## config.mk

```make
export PLATFORM = sky130hd
export DESIGN_NAME = handshake_rx_ctrl
export DESIGN_NICKNAME = d
export VERILOG_FILES = /design/src/rtl/handshake_rx_ctrl.sv
export SDC_FILE = /design/constraint.sdc
export NUM_CORES = 1
export LEC_CHECK = 0
export BUFFER_PORTS_ARGS = -buffer_cell sky130_fd_sc_hd__buf_4
export CAP_MARGIN = 40
export CORE_ASPECT_RATIO = 1.1
export CORE_MARGIN = 2
export CORE_UTILIZATION = 52
export DETAILED_ROUTE_END_ITERATION = 8
export PLACE_DENSITY = 0.85
export SLEW_MARGIN = 20
export SYNTH_ARGS = -nofsm -noshare
export SYNTH_HDL_FRONTEND = slang
export SYNTH_SLANG_ARGS = --single-unit
```

## constraint.sdc

```tcl
create_clock -name dest_clk -period 2.55 [get_ports dest_clk]
set_input_delay 0.255 -clock dest_clk [delete_from_list [all_inputs] [get_ports dest_clk]]
set_output_delay 0.255 -clock dest_clk [all_outputs]
set_load 0.05 [all_outputs]
```

## src/rtl/handshake_rx_ctrl.sv

```systemverilog
// Destination-side receiver for a four-phase req/ack handshake: captures the source bus
// on request, presents it downstream, acknowledges, and tracks transfers and protocol errors.
module handshake_rx_ctrl #(
  parameter int bus_width = 8
) (
  input  logic                 dest_clk,
  input  logic                 dest_rst,
  input  logic                 req_sync,
  input  logic [bus_width-1:0] unsync_bus,
  input  logic                 out_ready,
  input  logic                 err_clr,
  output logic [bus_width-1:0] sync_bus,
  output logic                 bus_enable,
  output logic                 ack,
  output logic                 proto_err,
  output logic [7:0]           xfer_cnt
);

  typedef enum logic [1:0] {
    IDLE = 2'b00,
    HOLD = 2'b01,
    ACK  = 2'b10
  } state_t;

  state_t               state;
  state_t               state_next;
  logic [bus_width-1:0] sync_bus_next;
  logic                 bus_enable_next;
  logic                 ack_next;
  logic                 proto_err_next;
  logic [7:0]           xfer_cnt_next;
  logic                 err_detect;
  logic                 illegal_state;

  always_ff @(posedge dest_clk) begin
    if (!dest_rst) begin
      state      <= IDLE;
      sync_bus   <= '0;
      bus_enable <= 1'b0;
      ack        <= 1'b0;
      proto_err  <= 1'b0;
      xfer_cnt   <= 8'h00;
    end else begin
      state      <= state_next;
      sync_bus   <= sync_bus_next;
      bus_enable <= bus_enable_next;
      ack        <= ack_next;
      proto_err  <= proto_err_next;
      xfer_cnt   <= xfer_cnt_next;
    end
  end

  always_comb begin
    state_next      = state;
    sync_bus_next   = sync_bus;
    bus_enable_next = bus_enable;
    ack_next        = ack;
    xfer_cnt_next   = xfer_cnt;
    err_detect      = 1'b0;
    illegal_state   = 1'b0;

    case (state)
      IDLE: begin
        bus_enable_next = 1'b0;
        ack_next        = 1'b0;
        if (req_sync) begin
          sync_bus_next   = unsync_bus;
          bus_enable_next = 1'b1;
          state_next      = HOLD;
        end
      end
      HOLD: begin
        if (req_sync && out_ready) begin
          bus_enable_next = 1'b0;
          ack_next        = 1'b1;
          xfer_cnt_next   = xfer_cnt + 8'd1;
          state_next      = ACK;
        end else if (!req_sync) begin
          // Source withdrew the request early; a simultaneous ready still delivers the data.
          err_detect      = 1'b1;
          bus_enable_next = 1'b0;
          ack_next        = 1'b0;
          if (out_ready) begin
            xfer_cnt_next = xfer_cnt + 8'd1;
          end
          state_next      = IDLE;
        end
      end
      ACK: begin
        if (!req_sync) begin
          ack_next   = 1'b0;
          state_next = IDLE;
        end
      end
      default: begin
        illegal_state   = 1'b1;
        state_next      = IDLE;
        sync_bus_next   = '0;
        bus_enable_next = 1'b0;
        ack_next        = 1'b0;
        xfer_cnt_next   = 8'h00;
      end
    endcase

    // A newly detected error takes priority over a concurrent clear.
    if (illegal_state) begin
      proto_err_next = 1'b0;
    end else if (err_detect) begin
      proto_err_next = 1'b1;
    end else if (err_clr) begin
      proto_err_next = 1'b0;
    end else begin
      proto_err_next = proto_err;
    end
  end

endmodule

```

==> summary.txt <==
Yosys
  • Top cells by count, synth: dfxtp_1, nor2b_1, a22oi_1
  • Ys async rst share: 0%
  • Post-synthesis cell type count: 28
  • Most numerous cell in the Yosys netlist: dfxtp_1
  • Area contributors post-synth: dfxtp_1, nor2b_1, ha_1
  • Syn_area_per_cell: 9.240 sq um
  • Syn. warnings: 0
  • Number of synthesized flops with an enable pin: 0
  • Register area share after synthesis: 43.75%
  • Net count of the mapped netlist: 122
  • Top FF cell, synth: dfxtp_1
  • Syn Inst Count: 104
  • Mapped cell area: 960.9 sq um
  • Top cell type by total area after synthesis: dfxtp_1
  • Synth Register Bits: 21
  • Synth top area share: 43.75%

Worst setup path
  • Worst Setup SP: state[0]
  • Crit-path max FO: 7
  • Crit path depth: 4
  • Crit-path slowest cell: o31ai_1
  • WP data arrival: 1900 ps
  • CP required: 2730 ps
  • R2R depth: 4
  • Origin of the critical flop-to-flop path: state[0]
  • Worst r2r dst: xfer_cnt[0]
  • Worst Path Class, Setup: flip-flop to flip-flop
  • CP Capture Type: flip-flop
  • Crit start category: flip-flop
  • End point of the critical path: xfer_cnt[0]
  • CP delay by family, top: compound AO/OA/AOI/OAI gates
  • Worst R2R Setup Slack: 830 ps
  • Critical path cell sequence: inv_1, ha_1, o31ai_1, nor2_1
  • Crit-path max cell delay: 690 ps
  • Critical path buffers and inverters: 1

Route
  • DRC errors left: 0
  • Via density: 5.419
  • Vias: 840
  • Wirelength, routed: 1944 um
  • Final antenna-violating net count: 0
  • Routed WL per cell: 12.54 um
  • Drt first pass iters: 4
  • Drt first-iter violations: 15

Global routing
  • Largest net degree at the start of global routing: 16
  • Initial antenna violation count: 0
  • Grt total ovfl: 0
  • First-pass GRT wire length: 3284 um
  • Gr usage total: 20.04%
  • Vias in the first global route: 771

Die
  • Die area: 2208 sq um
  • Initial core utilization: 54.55%
  • Die H: 49.09 um
  • I/O pin cnt: 32
  • Total number of placement rows: 16
  • Die width: 44.99 um
  • Core ar.: 1762 sq um

CTS
  • Post-CTS sizing: 0
  • Clock sinks: 21
  • Reg clk slew, reported paths: 110 ps
  • Root buf cell: clkbuf_4
  • Setup bufs post-CTS: 0
  • CTS tree: yes
  • Maximum clock path buffer count: 2
  • Total CTS buffers: 3
  • Clock latency on the worst-skew pair: 310 ps
  • Hold_buf cts: 0
  • Htree depth: 1

STA
  • # setup viols final: 0
  • Setup TNS: 0 ps
  • Hold Fails Final Rpt: 0
  • Final Worst Setup Slack: 832.1 ps
  • Slew @ Worst Pin: 748.9 ps
  • RSZ-0062 raised after global routing: no
  • Final period util: 67.37%
  • Max-slew headroom: 49.65%
  • Post-layout minimum cycle time: 1718 ps
  • Max-slew violations: 0
  • Clock Skew: 4.424 ps
  • F_max: 582.1 MHz

Layout
  • Diode count: 0
  • Final core utilization: 70.10%
  • Nets: 156
  • Post-Layout Cell Count: 155
  • Area growth syn-to-layout: 28.52%
  • Layout cells sized above 1: 28.47%

Pwr
  • Cell Pwr Density: 562.4 nW/um^2
  • Total power: 0.6945 mW
  • Leak pwr: 0.5253 nW
  • VDD IR-drop max: 0.4073 mV

Status
  • Outcome: finished, final reports clean

Hold path
  • Worst min path class: input port to flip-flop
  • HP Start: err_clr

Placed design
  • GPL Wtd Cong: 0.9004
  • Pre-CTS setup slack: 844.5 ps
  • Post-DP HPWL: 1505 um
  • # port buffers: 31
  • DP Cell Count: 151

Run
  • # Max-Cap Violations: 0
==> how the worst min path moves through the flow <==
stage / end / depth (start not counted)
6_report: proto_err / 3
3_5_place_dp: proto_err / 2
4_1_cts: proto_err / 3
5_1_grt: sync_bus[1] / 3
3_3_place_gp: proto_err / 2
2_1_floorplan: sync_bus[1] / 1
==> kinds of logic after synthesis <==
group / Yosys count / synth area share [%]
and+or+nand+nor: 46 / 27.48
AOI/OAI and AO/OA: 21 / 14.71
DFF: 21 / 43.75
xor gates and xnor gates: 6 / 5.469
buffers and inverters: 5 / 2.082
adders and majority gates: 5 / 6.510
==> metrics by stage <==
| stage | cell area, sq um | hold WS [ps] |
|---|---|---|
| after detailed placement | 1207 | 457.1 |
| final | 1235 | 194.0 |
| after floorplan | 960.9 | 383.2 |
| after global routing | 1235 | 190.9 |
| after CTS | 1235 | 190.7 |
| after global placement | 1207 | 460.1 |
==> report_power, final <==
group | internal (mW) | switching (mW)
clock network | 0.0587 | 0.101
registers | 0.345 | 0.0121
logic | 0.0641 | 0.114
==> cell type report <==
type                            count  area, sq um
Clock buffer                        3        22.52
Inverter                            3        11.26
Timing Repair Buffer               31        232.7
Clock inverter                      1        5.005
Multi-Input combinational cell     78        520.5
Sequential cell                    21        420.4
Fill cell                         148        526.8
Tap cell                           18        22.52
==> per-layer routing <==
metal	vias up	global-route usage [%]	share of wire, %
met5	-	0	0
met1	380	23.36	41
met3	4	5.556	6.3
li1	430	-	-
met4	0	8.824	1.6
met2	26	33.10	51
==> cell usage in the layout (no fill, tap or decap), types with 2 or more instances in the layout <==
master    count
nor2_1        7
nor2b_1      11
buf_4        31
o21ai_0       3
inv_1         3
nand2b_1      6
a21boi_0      2
nand4_1       3
ha_1          5
nand3_1       4
clkbuf_4      3
xor2_1        5
and2_1        2
nand2_1       6
a21oi_1       4
dfxtp_1      21
and3_1        2
a22oi_1       8
==> flip-flops by register name, indices dropped and copies added, names as in the netlist <==
signal	count
sync_bus	8
xfer_cnt	8
state	2
ack	1
bus_enable	1
proto_err	1
==> worst register-to-register path: cells and delay by family, from the launching register on <==
| kind | cells | cell delay [ps] |
|---|---|---|
| simple gates | 1 | 130 |
| buf+inv | 1 | 80 |
| fa+ha+maj | 1 | 290 |
| compound gates | 1 | 690 |
| flops | 1 | 410 |
(Power assumes the default switching activity.)
